--- src/rtl/keccak_pi_permute_if.sv ---
// Lane handshake bundle for the Keccak pi stage: upstream valid/ready in,
// downstream valid/ready out, plus the frame-done pulse and a state tap.
//
// Handshake rule for both sides: a lane transfers on a rising clk edge where
// valid and ready are both high. A valid lane is not withdrawn or changed
// until it transfers, and ready never depends combinationally on valid.
interface keccak_pi_permute_if;
  logic        in_valid;
  logic [63:0] in_lane;
  logic        in_ready;
  logic        out_valid;
  logic [63:0] out_lane;
  logic [4:0]  out_idx;
  logic        out_last;
  logic        out_ready;
  logic        frame_done;
  logic [0:0]  state_dbg;

  modport master (
    output in_valid, in_lane, out_ready,
    input  in_ready, out_valid, out_lane, out_idx, out_last, frame_done, state_dbg
  );

  modport slave (
    input  in_valid, in_lane, out_ready,
    output in_ready, out_valid, out_lane, out_idx, out_last, frame_done, state_dbg
  );
endinterface

--- src/rtl/keccak_pi_permute.sv ---
// Lane-serial Keccak pi stage: buffers the 25 rho-rotated lanes of one state
// in natural order, then emits them in pi-permuted order. One buffer, so the
// upstream side is stalled for the whole send phase.
module keccak_pi_permute (
  input  logic            clk,
  input  logic            rst,
  keccak_pi_permute_if.slave bus
);

  localparam logic [0:0] LOAD = 1'b0;
  localparam logic [0:0] SEND = 1'b1;

  logic [0:0]  state;
  logic [4:0]  wr_cnt;
  logic [4:0]  rd_cnt;
  logic        done_q;
  logic [63:0] lane_buf [25];
  logic [4:0]  src_idx;
  logic        in_fire;
  logic        out_fire;

  assign in_fire  = bus.in_valid  && (state == LOAD);
  assign out_fire = bus.out_ready && (state == SEND);

  // Phase FSM, lane counters and the registered end-of-frame pulse.
  always_ff @(posedge clk or posedge rst) begin
    if (rst) begin
      state  <= LOAD;
      wr_cnt <= 5'd0;
      rd_cnt <= 5'd0;
      done_q <= 1'b0;
    end else begin
      done_q <= 1'b0;
      if (in_fire) begin
        if (wr_cnt == 5'd24) begin
          wr_cnt <= 5'd0;
          state  <= SEND;
        end else begin
          wr_cnt <= wr_cnt + 5'd1;
        end
      end
      if (out_fire) begin
        if (rd_cnt == 5'd24) begin
          rd_cnt <= 5'd0;
          state  <= LOAD;
          done_q <= 1'b1;
        end else begin
          rd_cnt <= rd_cnt + 5'd1;
        end
      end
    end
  end

  // State buffer: each accepted lane lands at its natural index.
  always_ff @(posedge clk or posedge rst) begin
    if (rst) begin
      for (int i = 0; i < 25; i++) lane_buf[i] <= 64'd0;
    end else if (in_fire) begin
      lane_buf[wr_cnt] <= bus.in_lane;
    end
  end

  // Pi source lookup: destination j = x'+5y' reads lane x+5y with
  // x = (x'+3y') mod 5, y = x'. Fixed table, no arithmetic.
  always_comb begin
    src_idx = 5'd0;
    case (rd_cnt)
      5'd0:  src_idx = 5'd0;
      5'd1:  src_idx = 5'd6;
      5'd2:  src_idx = 5'd12;
      5'd3:  src_idx = 5'd18;
      5'd4:  src_idx = 5'd24;
      5'd5:  src_idx = 5'd3;
      5'd6:  src_idx = 5'd9;
      5'd7:  src_idx = 5'd10;
      5'd8:  src_idx = 5'd16;
      5'd9:  src_idx = 5'd22;
      5'd10: src_idx = 5'd1;
      5'd11: src_idx = 5'd7;
      5'd12: src_idx = 5'd13;
      5'd13: src_idx = 5'd19;
      5'd14: src_idx = 5'd20;
      5'd15: src_idx = 5'd4;
      5'd16: src_idx = 5'd5;
      5'd17: src_idx = 5'd11;
      5'd18: src_idx = 5'd17;
      5'd19: src_idx = 5'd23;
      5'd20: src_idx = 5'd2;
      5'd21: src_idx = 5'd8;
      5'd22: src_idx = 5'd14;
      5'd23: src_idx = 5'd15;
      5'd24: src_idx = 5'd21;
      default: src_idx = 5'd0;
    endcase
  end

  assign bus.in_ready   = (state == LOAD);
  assign bus.out_valid  = (state == SEND);
  assign bus.out_idx    = rd_cnt;
  assign bus.out_last   = (state == SEND) && (rd_cnt == 5'd24);
  assign bus.out_lane   = lane_buf[src_idx];
  assign bus.frame_done = done_q;
  assign bus.state_dbg  = state;

endmodule

--- src/flat_wrapper.sv ---
// flat-port wrapper written by rule: the top's interface ports become plain ports
module keccak_pi_permute_flat 
  (clk, rst, bus_in_valid, bus_in_lane, bus_out_ready, bus_in_ready, bus_out_valid, bus_out_lane, bus_out_idx, bus_out_last, bus_frame_done, bus_state_dbg);
  keccak_pi_permute_if bus_i ();
  input  logic clk;
  input  logic rst;
  input wire logic [$bits(bus_i.in_valid)-1:0] bus_in_valid;
  input wire logic [$bits(bus_i.in_lane)-1:0] bus_in_lane;
  input wire logic [$bits(bus_i.out_ready)-1:0] bus_out_ready;
  output wire logic [$bits(bus_i.in_ready)-1:0] bus_in_ready;
  output wire logic [$bits(bus_i.out_valid)-1:0] bus_out_valid;
  output wire logic [$bits(bus_i.out_lane)-1:0] bus_out_lane;
  output wire logic [$bits(bus_i.out_idx)-1:0] bus_out_idx;
  output wire logic [$bits(bus_i.out_last)-1:0] bus_out_last;
  output wire logic [$bits(bus_i.frame_done)-1:0] bus_frame_done;
  output wire logic [$bits(bus_i.state_dbg)-1:0] bus_state_dbg;
  assign bus_i.in_valid = bus_in_valid;
  assign bus_i.in_lane = bus_in_lane;
  assign bus_i.out_ready = bus_out_ready;
  assign bus_in_ready = bus_i.in_ready;
  assign bus_out_valid = bus_i.out_valid;
  assign bus_out_lane = bus_i.out_lane;
  assign bus_out_idx = bus_i.out_idx;
  assign bus_out_last = bus_i.out_last;
  assign bus_frame_done = bus_i.frame_done;
  assign bus_state_dbg = bus_i.state_dbg;
  keccak_pi_permute u_core (.clk(clk), .rst(rst), .bus(bus_i));
endmodule
--- config.mk ---
export PLATFORM = sky130hd
export DESIGN_NAME = keccak_pi_permute_flat
export DESIGN_NICKNAME = d
export VERILOG_FILES = /design/src/rtl/keccak_pi_permute_if.sv /design/src/rtl/keccak_pi_permute.sv /design/src/flat_wrapper.sv
export SDC_FILE = /design/constraint.sdc
export NUM_CORES = 2
export LEC_CHECK = 0
export CAP_MARGIN = 10
export CORE_ASPECT_RATIO = 1.4
export CORE_UTILIZATION = 31
export DETAILED_ROUTE_END_ITERATION = 16
export PLACE_DENSITY_LB_ADDON = 0.12
export SLEW_MARGIN = 20
export SYNTH_ARGS = -nofsm -noshare
export SYNTH_HDL_FRONTEND = slang
export SYNTH_SLANG_ARGS = --single-unit
--- constraint.sdc ---
create_clock -name clk -period 47.5 [get_ports clk]
set_input_delay 4.75 -clock clk [delete_from_list [all_inputs] [get_ports clk]]
set_output_delay 4.75 -clock clk [all_outputs]
set_load 0.01 [all_outputs]
==> metrics.md <==
| Metric | Value |
|---|---|
| Status | `completed` |
| Avg Vias per Cell | `5.30` |
| First-pass GRT wire length | `365,000 um` |
| NetSw | `2090 uW` |
| Sw Ratio | `36.0%` |
| Distinct cells, synth | `47` |
| Clk_lat worst skew | `0.85 ns` |
| Initial Util | `31.3%` |
| Worst VDD drop | `0.0000610 V` |
| Peak per-stage delay on the critical path | `0.89 ns` |
| Final setup fails | `0` |
| Post_cts resized | `0` |
| Pwr Density | `69.1 nW/um^2` |
| Layout Nets | `6,089` |
| Final Hold Fails | `0` |
| Min-Delay Endpoint | `u_core.lane_buf[1534]$_DFFE_PP0P_` |
| Total die area | `241,000 um^2` |
| Antenna violations before repair | `19` |
| Cts bufs inserted | `183` |
| Detailed Place HPWL | `128,000 um` |
| Max-cap viol count | `0` |
| Syn avg cell area | `12.1 um^2` |
| Yosys top cell area share | `54.5%` |
| CTS Hold Bufs | `0` |
| Hold Crit Depth | `1` |
| CP max-delay cell | `buf_4` |
| Synth Cell Area | `74,000 um^2` |
| Filler Cells Inserted | `23,348` |
| Slew @ Worst Pin | `1.11 ns` |
| Bufs on Longest Clock Path | `4` |
| Internal | `3710 uW` |
| Core Util, Final | `35.5%` |
| Syn Nets | `6,197` |
| Register share of total power | `37.6%` |
| Synthesis-stage register bit count | `1,612` |
| Worst r2r dst | `u_core.lane_buf[624]$_DFFE_PP0P_` |
| Root Driver | `clkbuf_16` |
| TritonCTS Sinks | `1,612` |
| Routed Antenna Nets | `0` |
| Grt total ovfl | `0` |
| Top_reg_cell synth | `dfrtp_1` |
| Type of the tightest min-delay check | `reg2reg` |
| Register area | `40,300 um^2` |
| Commonest cells in the netlist | `1,612 x dfrtp_1, 1,600 x mux2_2, 1,107 x nand2_1` |
| Setup TNS | `0 ns` |
| WL per Instance | `26.6 um` |
| EDFF count, synth | `0` |
| Critical path capture point type | `output pin` |
| First-pass DRT Iterations | `5` |
| Die width | `415 um` |
| Setup bufs post-CTS | `0` |
| Ports | `142` |
| RR Startpoint | `u_core.bus.out_valid$_DFF_PP0_` |
| IO buf count | `141` |
| Data required time of the critical path | `42.75 ns` |
| Iter 0 DRT Violations | `3,287` |
| Power share of the combinational group | `38.1%` |
| Vias in the first global route | `51,709` |
| CTS tree | `done` |
| Slew headroom | `26.1%` |
| Tcrit/Tclk final | `25.2%` |
| WS Path Type | `reg2out` |
| CP top delay family | `buffers and inverters` |
| Placer Congestion | `0.721` |
| WP data arrival | `7.23 ns` |
| Synth Warn # | `0` |
| Aggregate global-route resource usage | `20.3%` |
| H-tree Lvls | `4` |
| Fmax | `83.5 MHz` |
| Worst path cell trace | `inv_1 -> ha_1 -> nor2b_1 -> o32a_2 -> buf_4 -> buf_4 -> buf_4 -> buf_4 -> nand2_1 -> a32oi_1 -> a31oi_1 -> a311oi_1 -> clkdlybuf4s50_1` |
| Vias | `48,891` |
| Area contributors post-synth | `dfrtp_1 55%, mux2_2 24%, nand2_1 5.6%` |
| Syn-to-layout area delta | `13.5%` |
| Cells after Synth | `6,117` |
| Critical Path Source Type | `register` |
| Max-slew violation count | `0` |
| Worst R2R Path Depth | `7` |
| Final WL | `246,000 um` |
| Clock power share | `24.3%` |
| Clk slew on worst S/H paths | `0.06 ns` |
| CP most frequent cell | `buf_4` |
| DRC viols | `0` |
| Core box area | `237,000 um^2` |
| Register area share after synthesis | `54.5%` |
| Share of layout cells above drive strength 1 | `33.1%` |
| Leak pwr | `0.0382 uW` |
| R2r setup slk | `43.62 ns` |
| Area of the multi-input gates | `31,500 um^2` |
| Die H | `580 um` |
| CP max FO | `74` |
| Yosys top cell by area | `dfrtp_1` |
| Pin count of the biggest net entering global routing | `161` |
| Async SR Flop Fraction | `100%` |
| Final Skew | `0.0543 ns` |
| Num rows | `211` |
| Final min period | `11.98 ns` |
| Most frequent cell after synthesis | `dfrtp_1` |
| RSZ-0062 raised after global routing | `false` |
| CP Buf/Inv Count | `6` |
| Hold Startpoint | `u_core.lane_buf[1534]$_DFFE_PP0P_` |
[through the flow]
step / cell area (um^2) / instances / power (uW) / setup slack, ns / hold WS, ns
after CTS: 84000 / 9228 / 5900 / 35.46 / 0.503
after detailed placement: 78100 / 8911 / 4460 / 36.43 / 0.490
after floorplan: 74000 / 6117 / 3540 / 20.41 / 0.471
final: 84000 / 9233 / 5800 / 35.52 / 0.501
after global routing: 84000 / 9230 / 6140 / 35.10 / 0.510
after global placement: 78100 / 8909 / 4420 / 36.40 / 0.483
[area by class of cell]
| type | count | share of cell area [%] |
|---|---|---|
| diodes | 4 | 0.0119 |
| clock buffers | 279 | 6.44 |
| clock inverters | 38 | 0.511 |
| inverters | 9 | 0.0447 |
| multi-input cells | 3948 | 37.5 |
| flip-flops and latches | 1612 | 48.0 |
| well taps | 3088 | 4.60 |
| repair buffers | 255 | 2.92 |
[flip-flops by register name, indices dropped and copies added, names as in the netlist]
name / cells
u_core.lane_buf: 1600
u_core.wr_cnt: 5
u_core.bus.out_valid: 1
u_core.bus.out_idx: 5
u_core.bus.frame_done: 1
[cell families (layout without fill, tap and decap cells)]
family,after synthesis,after routing,synth area share (%)
AO/OA/AOI/OAI,426,426,4.20
XOR/XNOR,1,1,0.0118
adder cells (fa/ha/maj),12,12,0.203
buffers and inverters,557,581,3.37
flip-flops,1612,1612,54.5
multiplexers,1929,1929,28.8
other,0,4,0
AND/OR/NAND/NOR,1580,1580,8.86
[worst reg2reg max path, stage by stage (launching register included)]
cell and delay, ns:
dfrtp_1 0.37, buf_4 0.20, nor2b_1 0.63, and3_1 0.35
nand2_1 0.14, nor2_4 0.86, buf_4 0.74, mux2_2 0.43
[cell usage in the layout (no fill, tap or decap), drive strengths merged, types with 3 or more instances in the layout]
cell type         n
a211oi           15
a21oi            66
a311oi           49
a31oi           143
a32oi           126
and2              7
and3              4
buf             114
bufinv            7
clkbuf          279
clkdlybuf4s50   141
clkinv           27
clkinvlp          3
dfrtp          1612
diode             4
ha               12
inv              10
mux2           1600
mux2i           326
mux4              3
nand2          1107
nand3           404
nand4            16
nor2             22
nor2b             8
nor3              5
o21ai            13
o31ai             3
[how the worst max path moves through the flow]
stage,from,endpoint,cells past startpoint
2_1_floorplan,rst,u_core.bus.frame_done$_DFF_PP0_,1
3_3_place_gp,u_core.bus.out_idx[2]$_DFFE_PP0P_,bus_out_lane[49],12
3_5_place_dp,u_core.bus.out_idx[2]$_DFFE_PP0P_,bus_out_lane[32],13
4_1_cts,u_core.bus.out_idx[2]$_DFFE_PP0P_,bus_out_lane[32],13
5_1_grt,u_core.bus.out_idx[2]$_DFFE_PP0P_,bus_out_lane[32],13
6_report,u_core.bus.out_idx[2]$_DFFE_PP0P_,bus_out_lane[32],13
[per-layer routing]
metal	vias up	wire length [um]	global-route usage, %
met5	-	96	0
met4	14	6290	5.19
met1	26310	109000	26.2
li1	21409	-	-
met3	362	8320	2.56
met2	796	122000	35.5
[power by group through the flow]
stage               Combinational (uW)  Sequential (uW)  Clock [uW]
floorplan                         1390             2150           0
global placement                  2240             2180           0
detailed placement                2260             2200           0
CTS                               2260             2180        1460
global route                      2380             2250        1500
finish                            2210             2180        1410
No activity file was read; power rests on OpenSTA's default activity.
